==> src/rtl/fifo_burst_reader.sv <==
// Read-side burst controller for fifo_sync. It drains LEN words onto a valid/ready
// stream, and a 2-entry skid buffer hides the FIFO's one-cycle read latency.
module fifo_burst_reader #(
  parameter int DATA_WIDTH = 8,
  parameter int LEN_W      = 8
) (
  input  logic                  clk,
  input  logic                  rst_n,
  input  logic                  start,
  input  logic [LEN_W-1:0]      len,
  input  logic                  flush,
  input  logic                  fifo_empty,
  input  logic [DATA_WIDTH-1:0] fifo_data,
  output logic                  fifo_cs,
  output logic                  fifo_rd_en,
  output logic [DATA_WIDTH-1:0] m_data,
  output logic                  m_valid,
  input  logic                  m_ready,
  output logic                  busy,
  output logic                  done,
  output logic [LEN_W-1:0]      word_cnt
);

  typedef enum logic [1:0] {S_IDLE, S_RUN, S_DRAIN, S_DONE} state_e;

  state_e                state_q;
  logic [LEN_W-1:0]      len_q;
  logic [LEN_W-1:0]      issued_q;
  logic [LEN_W-1:0]      word_cnt_q;
  logic                  pending_q;
  logic [1:0]            count_q;
  logic [DATA_WIDTH-1:0] buf0_q;
  logic [DATA_WIDTH-1:0] buf1_q;
  logic                  done_q;

  logic                  pop_d;
  logic                  rd_en_d;
  logic [2:0]            occ_d;
  logic [1:0]            slot_d;

  // A read is issued only if the word it returns still has a free buffer slot.
  always_comb begin
    pop_d   = (count_q != 2'd0) & m_ready;
    occ_d   = {1'b0, count_q} + {2'b00, pending_q} - {2'b00, pop_d};
    rd_en_d = (state_q == S_RUN) & ~fifo_empty & ~flush & (occ_d < 3'd2) &
              (issued_q != len_q);
    slot_d  = count_q - {1'b0, pop_d};
  end

  always_ff @(posedge clk or negedge rst_n) begin
    if (!rst_n) begin
      state_q    <= S_IDLE;
      len_q      <= '0;
      issued_q   <= '0;
      word_cnt_q <= '0;
      pending_q  <= 1'b0;
      count_q    <= 2'd0;
      buf0_q     <= '0;
      buf1_q     <= '0;
      done_q     <= 1'b0;
    end else begin
      done_q    <= 1'b0;
      pending_q <= rd_en_d;
      count_q   <= count_q + {1'b0, pending_q} - {1'b0, pop_d};
      if (rd_en_d) issued_q <= issued_q + LEN_W'(1);
      if (pop_d) begin
        word_cnt_q <= word_cnt_q + LEN_W'(1);
        buf0_q     <= buf1_q;
      end
      // The returning word lands behind whatever survives this cycle's pop.
      if (pending_q) begin
        if (slot_d == 2'd0) buf0_q <= fifo_data;
        else                buf1_q <= fifo_data;
      end
      case (state_q)
        S_IDLE: begin
          if (start) begin
            len_q      <= len;
            issued_q   <= '0;
            word_cnt_q <= '0;
            if (len == '0) begin
              state_q <= S_DONE;
              done_q  <= 1'b1;
            end else begin
              state_q <= S_RUN;
            end
          end
        end
        S_RUN: begin
          if (flush) begin
            state_q   <= S_IDLE;
            count_q   <= 2'd0;
            pending_q <= 1'b0;
          end else if (rd_en_d && (issued_q == len_q - LEN_W'(1))) begin
            state_q <= S_DRAIN;
          end
        end
        S_DRAIN: begin
          if (flush) begin
            state_q   <= S_IDLE;
            count_q   <= 2'd0;
            pending_q <= 1'b0;
          end else if (pop_d && (word_cnt_q + LEN_W'(1) == len_q)) begin
            state_q <= S_DONE;
            done_q  <= 1'b1;
          end
        end
        default: state_q <= S_IDLE;
      endcase
    end
  end

  assign fifo_cs    = (state_q != S_IDLE);
  assign busy       = (state_q != S_IDLE);
  assign fifo_rd_en = rd_en_d;
  assign m_data     = buf0_q;
  assign m_valid    = (count_q != 2'd0);
  assign done       = done_q;
  assign word_cnt   = word_cnt_q;

endmodule

==> config.mk <==
export PLATFORM = sky130hd
export DESIGN_NAME = fifo_burst_reader
export DESIGN_NICKNAME = d
export VERILOG_FILES = /design/src/rtl/fifo_burst_reader.sv
export SDC_FILE = /design/constraint.sdc
export NUM_CORES = 1
export LEC_CHECK = 0
export CAP_MARGIN = 40
export CORE_MARGIN = 2
export CORE_UTILIZATION = 43
export CTS_BUF_LIST = sky130_fd_sc_hd__clkbuf_8 sky130_fd_sc_hd__clkbuf_16
export CTS_CLUSTER_DIAMETER = 30
export DETAILED_ROUTE_END_ITERATION = 10
export PLACE_DENSITY = 0.66
export SYNTH_ARGS = -nofsm -noshare
export SYNTH_HDL_FRONTEND = slang
export SYNTH_SLANG_ARGS = --single-unit
==> constraint.sdc <==
create_clock -name clk -period 4.55 [get_ports clk]
set_input_delay 0.91 -clock clk [delete_from_list [all_inputs] [get_ports clk]]
set_output_delay 0.91 -clock clk [all_outputs]
set_load 0.02 [all_outputs]
## Yosys cells after proc, flatten, opt, wreduce, memory -nomap -nowiden

Index checks and enable logic that the tools add are counted.
Widths: inputs -> output; s select.

| word-level totals | value |
|---|---|
| bits of input ports | 22 |
| register bits | 46 |
| output and inout port bits | 21 |
| logic and storage cells | 70 |

| operators by class | value |
|---|---|
| bitwise logic cells | 8 |
| magnitude comparators | 1 |
| add/subtract/negate cells | 8 |
| equality and inequality tests | 8 |
| mux-type cells | 25 |
| reduce and logical (&&, ||, !) cells | 11 |

Operators with widths:

| kind | number |
|---|---|
| $mux 8 | 9 |
| $add 8x1->8 const B | 2 |
| $eq 8x8->1 | 2 |
| $mux 2 | 8 |
| $logic_not 8->1 | 1 |
| $ne 8x8->1 | 1 |
| $sub 8x1->8 const B | 1 |
| $mux 1 | 6 |
| $pmux 2 s3 | 1 |
| $and 1x1->1 | 5 |
| $logic_not 2->1 | 2 |
| $reduce_and 2->1 | 2 |
| $reduce_bool 2->1 | 2 |
| $sub 2x1->2 | 2 |
| $add 2x1->3 | 1 |
| $lt 3x2->1 const B | 1 |
| $ne 3x2->1 const B | 1 |
| $ne 3x3->1 const B | 1 |
| $not 1->1 | 3 |
| $reduce_and 3->1 | 1 |
| $sub 3x1->3 | 1 |
| $add 2x1->2 | 1 |
| $eq 2x1->1 const B | 1 |
| $eq 2x2->1 const B | 1 |
| other kinds (4) | 5 |

## Depth between registers and ports, before layout

Gate-level depths: netlist of run 1.

| depth | value |
|---|---|
| depth after elaboration | 10 |
| mapped depth | 15 |
| mapped depth without buffers | 15 |

## Worst setup path after synthesis of run 1

No wires, ideal clock.

| timing | value |
|---|---|
| path kind | input -> output |
| start | input port m_ready |
| end | output port fifo_rd_en |
| required time | 3640 ps |
| path slack | 872 ps |
| arrival | 2768 ps |
| stages | 10 |
| path buffers | 0 |
| path through | nand2_1 -> inv_1 -> ha_1 -> inv_1 -> ha_1 -> inv_1 -> fa_1 -> xnor2_1 -> nand4b_1 -> a41oi_4 |

| between the ends | value |
|---|---|
| cells in the longest elaborated chain, start to end | 5 |

Ends and longest elaborated chain:

| item | line | RTL |
|---|---|---|
| from (decl) | 18 | `input logic m_ready,` |
| $and 1x1->1 | 43 | `pop_d = (count_q != 2'd0) & m_ready;` |
| $sub 3x1->3 | 44 | `occ_d = {1'b0, count_q} + {2'b00, pending_q} - {2'b00, pop_d};` |
| $lt 3x2->1 | 45 | `rd_en_d = (state_q == S_RUN) & ~fifo_empty & ~flush & (occ_d < 3'd2) &` |
| $and 1x1->1 (2 in a row) | 45 |  |
| to (decl) | 15 | `output logic fifo_rd_en,` |

No other way between the ends.

## Worst setup path after layout of run 1

Same ends and word-level chain as after synthesis.

==> summary.md, run 1 <==
| Metric | Value |
|---|---|
| Root Driver | `clkbuf_8` |
| Worst skew pair latency | `0.31 ns` |
| Largest vdd supply drop | `300 uV` |
| CTS sink count | `46` |
| WL final | `5620 um` |
| Synth cell types | `51` |
| Largest net degree at the start of global routing | `37` |
| Diodes inserted | `0` |
| Die Ht | `83.6 um` |
| Max stage delay on crit path | `0.46 ns` |
| Slew HR | `0.434` |
| TritonCTS Buffers | `5` |
| Antenna violations before repair | `0` |
| Final setup viols | `0` |
| Vias per cell | `5.30` |
| Adder-cell share of the synthesized area | `0.0524` |
| Synth Area in Compound Gates | `0.0983` |
| Worst path most repeated cell | `inv_1` |
| CP max FO | `3` |
| Mux contribution to synthesized area | `0.100` |
| Final hold vios | `0` |
| WP data arrival | `3.21 ns` |
| CTS tree | `built` |
| Post-DP HPWL | `4190 um` |
| Synth area leaders | `dfrtp_1 (42%), mux2_2 (5.8%), xnor2_1 (5.8%)` |
| Post-Synth XOR/XNOR Area | `0.121` |
| Mean Syn Cell Area | `10.3 um^2` |
| Top_reg_cell synth | `dfrtp_1` |
| Mapped Cells | `265` |
| Remaining Overflow, GRT | `0` |
| RSZ-0062 raised after global routing | `false` |
| Leakage power | `1.47 nW` |
| Clock tree buffer depth | `2` |
| Cell Pwr Density | `577 nW/um^2` |
| Fin nets | `337` |
| Yosys top cell area share | `0.423` |
| GRT Total Usage | `0.166` |
| Layout cell share with drive strength beyond 1 | `0.137` |
| Vias | `2018` |
| I/O pins | `43` |
| Place WS | `0.0198 ns` |
| Routability Congestion | `0.755` |
| Global-route wire length before repair | `9470 um` |
| Final max-slew violation count | `0` |
| Yosys reg bits | `46` |
| Worst slew pin tran | `0.844 ns` |
| MaxCap Viol Count | `0` |
| Clk slew on worst S/H paths | `0.09 ns` |
| Worst hold path type | `in2async` |
| Cell taking the most area after synthesis | `dfrtp_1` |
| Routed Antenna Nets | `0` |
| Synthesized cell area | `2720 um^2` |
| Reg2reg path depth | `16` |
| Core Area | `6030 um^2` |
| Syn nets | `297` |
| Max Freq | `243 MHz` |
| Status | `complete, no violations` |
| DIE AREA | `6990 um^2` |
| Post-synth EDFFs | `0` |
| Area grow syn2layout | `23.5%` |
| Crit path capture type | `output port` |
| FP Rows | `28` |
| Worst Path Required | `3.64 ns` |
| DRC viols | `0` |
| Yosys warnings | `0` |
| Minimum clock period | `4.12 ns` |
| DRT iter0 DRCs | `75` |
| Clock Skews | `0.0107 ns` |
| WL per Instance | `14.7 um` |
| Register area share after synthesis | `0.423` |
| Async SR Flop Fraction | `1.00` |
| CTS H-tree lvls | `2` |
| Port bufs | `42` |
| Setup TNS after final layout | `0 ns` |
| Pre-Repair DR Iteration Count | `4` |
| Vias in the first global route | `2048` |
| Starting Density | `0.452` |
| Cell Chain, Critical Path | `clkdlybuf4s50_1 > nand2_1 > inv_1 > ha_1 > inv_1 > ha_1 > inv_1 > fa_1 > xnor2_1 > nand4b_1 > a41oi_4 > dlymetal6s2s_1` |
| Hold buffers post-CTS | `0` |
| Simple-Gate Fraction of Synth Area | `0.158` |
| Critical path class | `in2out` |
| Fin crit share | `0.906` |
| Die width | `83.6 um` |
| Slack of the critical path | `0.427 ns` |
| Crit path max-delay cell type | `clkdlybuf4s50_1` |
| Main combinational cell family by area after synthesis | `simple AND/OR/NAND/NOR gates` |
| CP startpoint kind | `input pin` |
-- placed cells by master (no fill, tap or decap), drive strengths merged, types with 2 or more instances in the layout --
cell type and instances:
xnor2 18, or2b 3, a41oi 2, nand3 8, nand2 20, and2b 2, nor2 20, xor2 17
mux2i 10, nand4 5, dfrtp 46, mux2 15, a32oi 2, bufinv 2, a21oi 10, ha 9
buf 7, clkdlybuf4s50 40, inv 11, and3 3, nor3 4, o211ai 2, or2 2, or3 4
nor3b 2, nor4 5, o21ai 16, clkbuf 5
-- state kept, by name, summed over array words and instances (netlist names) --
name and flops:
issued_q 8, pending_q 1, m_data 8, word_cnt 8, buf1_q 8, len_q 8
state_q 2, count_q 2, done 1
-- cells by family after synthesis --
family / Yosys count
buffers and inverters: 26
AO/OA/AOI/OAI: 39
AND/OR/NAND/NOR: 83
XOR/XNOR: 35
adder cells (fa/ha/maj): 11
multiplexers: 25
flip-flops: 46
-- Yosys cell counts (all sizes together), types with 5 or more instances --
library cell	number
nand3	8
mux2	15
xnor2	18
a21oi	10
xor2	17
clkbuf	8
buf	7
ha	9
nor2	20
dfrtp	46
inv	11
nor4	5
nand4	5
nand2	20
o21ai	16
mux2i	10
-- timing repair --
action	CTS	global route
setup endpoints to repair	0	1
gates resized for setup	0	1
setup buffers	0	0
-- final timing paths --
kind / from / end / slack (ns)
min in group clk: buf1_q[6]$_DFFE_PN0P_ / buf1_q[6]$_DFFE_PN0P_ / 0.51
max in group asynchronous: rst_n / count_q[1]$_DFF_PN0_ / 3.60
worst min register to register: buf1_q[6]$_DFFE_PN0P_ / buf1_q[6]$_DFFE_PN0P_ / 0.51
worst min-delay path: rst_n / word_cnt[5]$_DFF_PN0_ / 0.47
worst max register to register: count_q[1]$_DFF_PN0_ / state_q[1]$_DFFE_PN0P_ / 1.12
worst max-delay path: m_ready / fifo_rd_en / 0.43
-- power by group --
group | leakage, nW | total (mW) | internal, mW | switching [mW]
registers | 0.599 | 0.697 | 0.544 | 0.154
clock network | 0.0683 | 0.373 | 0.220 | 0.153
logic | 0.804 | 0.871 | 0.445 | 0.425
total | 1.47 | 1.94 | 1.21 | 0.732
-- final cells by class --
cell class	count	area (um^2)
fill	545	2660
clock buffer	5	68.8
timing repair buffer	48	495
inverter	11	41.3
sequential	46	1150
tap	75	93.8
clock inverter	3	68.8
multi-input combinational	193	1440
-- worst max-delay path, delay by kind of cell --
family / cells / cell delay (ns)
simple gates: 2 / 0.26
fa+ha+maj: 3 / 0.74
compound gates: 1 / 0.23
xor+xnor: 1 / 0.14
buf+inv: 5 / 0.94
-- stage by stage --
stage	std cells	cell area, um^2	hold WS (ns)	total power [mW]	utilization
2_1_floorplan	265	2720	0.479	1.30	-
3_3_place_gp	371	3180	0.486	1.54	0.527
3_5_place_dp	373	3220	0.493	1.58	0.535
4_1_cts	381	3360	0.470	1.95	0.558
5_1_grt	381	3360	0.473	2.08	0.558
6_report	381	3360	0.470	1.94	0.558
-- metal layers --
metal	track usage	part of all wire	vias up
met4	0.0484	0.012	0
li1	-	-	990
met1	0.206	0.46	988
met3	0.0297	0.028	7
met2	0.295	0.50	33
met5	0	0	-
(Power assumes the default switching activity.)
==> run 2, diff against run 1 <==
--- a/config.mk
+++ b/config.mk
@@ -6,7 +6,7 @@
 export NUM_CORES = 1
 export LEC_CHECK = 0
 export CAP_MARGIN = 40
-export CORE_MARGIN = 2
+export CORE_MARGIN = 3
 export CORE_UTILIZATION = 43
 export CTS_BUF_LIST = sky130_fd_sc_hd__clkbuf_8 sky130_fd_sc_hd__clkbuf_16
 export CTS_CLUSTER_DIAMETER = 30
==> constraint.sdc (replaced) <==
create_clock -name clk -period 5.3 [get_ports clk]
set_input_delay 1.06 -clock clk [delete_from_list [all_inputs] [get_ports clk]]
set_output_delay 1.06 -clock clk [all_outputs]
set_load 0.02 [all_outputs]
==> summary.md, run 2 (synthesis results as in run 1) <==
| Metric | Value |
|---|---|
| I/O pins | `43 (unchanged)` |
| Post-DP HPWL | `4130 um (-1.4%)` |
| Slew HR | `0.472 (+0.0378)` |
| FP Rows | `28 (unchanged)` |
| Root Driver | `clkbuf_8` |
| Remaining Overflow, GRT | `0 (unchanged)` |
| TritonCTS Buffers | `5 (unchanged)` |
| Clock tree buffer depth | `2 (unchanged)` |
| Worst skew pair latency | `0.30 ns (about the same)` |
| Minimum clock period | `4.97 ns` |
| Most common cell after layout, fill and taps aside | `dfrtp_1` |
| DIE AREA | `7330 um^2 (+4.8%)` |
| Status | `complete, no violations` |
| Final max-slew violation count | `0 (unchanged)` |
| Die Ht | `85.6 um (+2.4%)` |
| Worst slew pin tran | `0.787 ns (-0.0563 ns)` |
| Global-route wire length before repair | `9400 um (-0.73%)` |
| WL per Instance | `14.5 um (-1.4%)` |
| Port bufs | `42 (unchanged)` |
| Final setup viols | `0 (unchanged)` |
| Die width | `85.6 um (+2.4%)` |
| Core Area | `6030 um^2 (unchanged)` |
| Fin nets | `336 (-0.30%)` |
| Crit path capture type | `output port` |
| Place WS | `0.337 ns (+0.318 ns)` |
| DRC viols | `0 (unchanged)` |
| Antenna violations before repair | `0 (unchanged)` |
| Diodes inserted | `0 (unchanged)` |
| Largest net degree at the start of global routing | `38 (+2.7%)` |
| Cell Pwr Density | `473 nW/um^2 (-18%)` |
| Post-CTS sizing | `0 (unchanged)` |
| Vias in the first global route | `2000 (-2.3%)` |
| Max Freq | `201 MHz` |
| Routed Antenna Nets | `0 (unchanged)` |
| Vias per cell | `5.24 (-1.1%)` |
| Post-Route Utilization | `0.549 (-0.00893)` |
| # Post-CTS Setup Buffers | `0 (unchanged)` |
| Layout cell share with drive strength beyond 1 | `0.134 (-0.00283)` |
| Setup TNS after final layout | `0 ns (unchanged)` |
| Hold buffers post-CTS | `0 (unchanged)` |
| WP data arrival | `3.91 ns (+0.70 ns)` |
| Clock Skews | `0.00841 ns (-0.00231 ns)` |
| Critical path class | `in2out` |
| Area grow syn2layout | `21.5%` |
| GRT Total Usage | `0.160 (-0.00631)` |
| Slack of the critical path | `0.332 ns (-0.0947 ns)` |
| Most frequent cells in the layout | `dfrtp_1 (46), clkdlybuf4s50_1 (41), nand2_1 (20), nor2_1 (20), xnor2_1 (18)` |
| Vias | `1990 (-1.4%)` |
| Leakage power | `1.42 nW (-3.2%)` |
| Largest vdd supply drop | `257 uV (-15%)` |
| Filler Cell Count | `557 (+2.2%)` |
| CTS tree | `built` |
| WL final | `5520 um (-1.7%)` |
| Worst hold path type | `reg2reg` |
| Worst Path Required | `4.24 ns (+0.60 ns)` |
| Clk slew on worst S/H paths | `0.09 ns (about the same)` |
| MaxCap Viol Count | `0 (unchanged)` |
| CTS sink count | `46 (unchanged)` |
| Fin crit share | `0.937` |
| Pre-Repair DR Iteration Count | `4 (unchanged)` |
| CTS H-tree lvls | `2 (unchanged)` |
| Starting Density | `0.452 (unchanged)` |
| RSZ-0062 raised after global routing | `false` |
| CP max FO | `7 (+4)` |
| Hold Slack | `0.510 ns (+0.0408 ns)` |
| R2R Setup Slk | `1.85 ns (+0.73 ns)` |
| DRT iter0 DRCs | `85 (+13%)` |
| Final hold vios | `0 (unchanged)` |
| Routability Congestion | `0.763 (+0.97%)` |
| CP startpoint kind | `input pin` |
[run 2: changes by cell type in the layout (fill, tap and decap cells not counted), sizes merged]
cell / change
buf: -1
dlymetal6s2s: -1
bufinv: -2
inv: +1
clkdlybuf4s50: +1
clkinvlp: +1
[run 2: layout make-up]
type	instances	area [um^2]	area share
timing repair buffer	47	485	0.147
clock inverter	3	25.0	0.00756
clock buffer	5	68.8	0.0208
multi-input combinational	193	1440	0.436
tap	75	93.8	0.0284
sequential	46	1150	0.348
inverter	11	41.3	0.0125
[run 2: metrics by stage]
stage	cell area, um^2	power, mW	cells
5_1_grt	3310	1.70	380
6_report	3310	1.57	380
2_1_floorplan	2720	1.12	265
4_1_cts	3310	1.58	380
3_5_place_dp	3220	1.35	372
3_3_place_gp	3170	1.32	370
[run 2: worst paths after layout]
| path | startpoint | endpoint | depth (start not counted) |
|---|---|---|---|
| worst max-delay path | m_ready | fifo_rd_en | 12 |
| worst min-delay path | buf1_q[6]$_DFFE_PN0P_ | buf1_q[6]$_DFFE_PN0P_ | 1 |
| worst max register to register | count_q[1]$_DFF_PN0_ | state_q[1]$_DFFE_PN0P_ | 15 |
| worst min register to register | buf1_q[6]$_DFFE_PN0P_ | buf1_q[6]$_DFFE_PN0P_ | 1 |
| max in group asynchronous | rst_n | count_q[1]$_DFF_PN0_ | 2 |
| min in group asynchronous | rst_n | word_cnt[6]$_DFF_PN0_ | 1 |
[run 2: worst max-delay path: stages]
cell	delay, ns
clkdlybuf4s50_1	0.45
nand2_1	0.06
inv_1	0.07
ha_1	0.22
inv_1	0.09
ha_1	0.15
inv_1	0.05
fa_1	0.37
xnor2_1	0.15
nand4b_1	0.21
a41oi_4	0.35
clkdlybuf4s50_1	0.68
[run 2: power breakdown]
group,internal (mW),switching (mW)
sequential,0.467,0.128
clock,0.0953,0.129
combinational,0.381,0.365
total,0.943,0.622
[run 2: routing by layer]
| layer | routed length [um] | vias up | GRT usage |
|---|---|---|---|
| li1 | - | 992 | - |
| met5 | 0 | - | 0 |
| met1 | 2510 | 958 | 0.207 |
| met4 | 22 | 0 | 0.0345 |
| met3 | 217 | 3 | 0.0394 |
| met2 | 2770 | 37 | 0.272 |
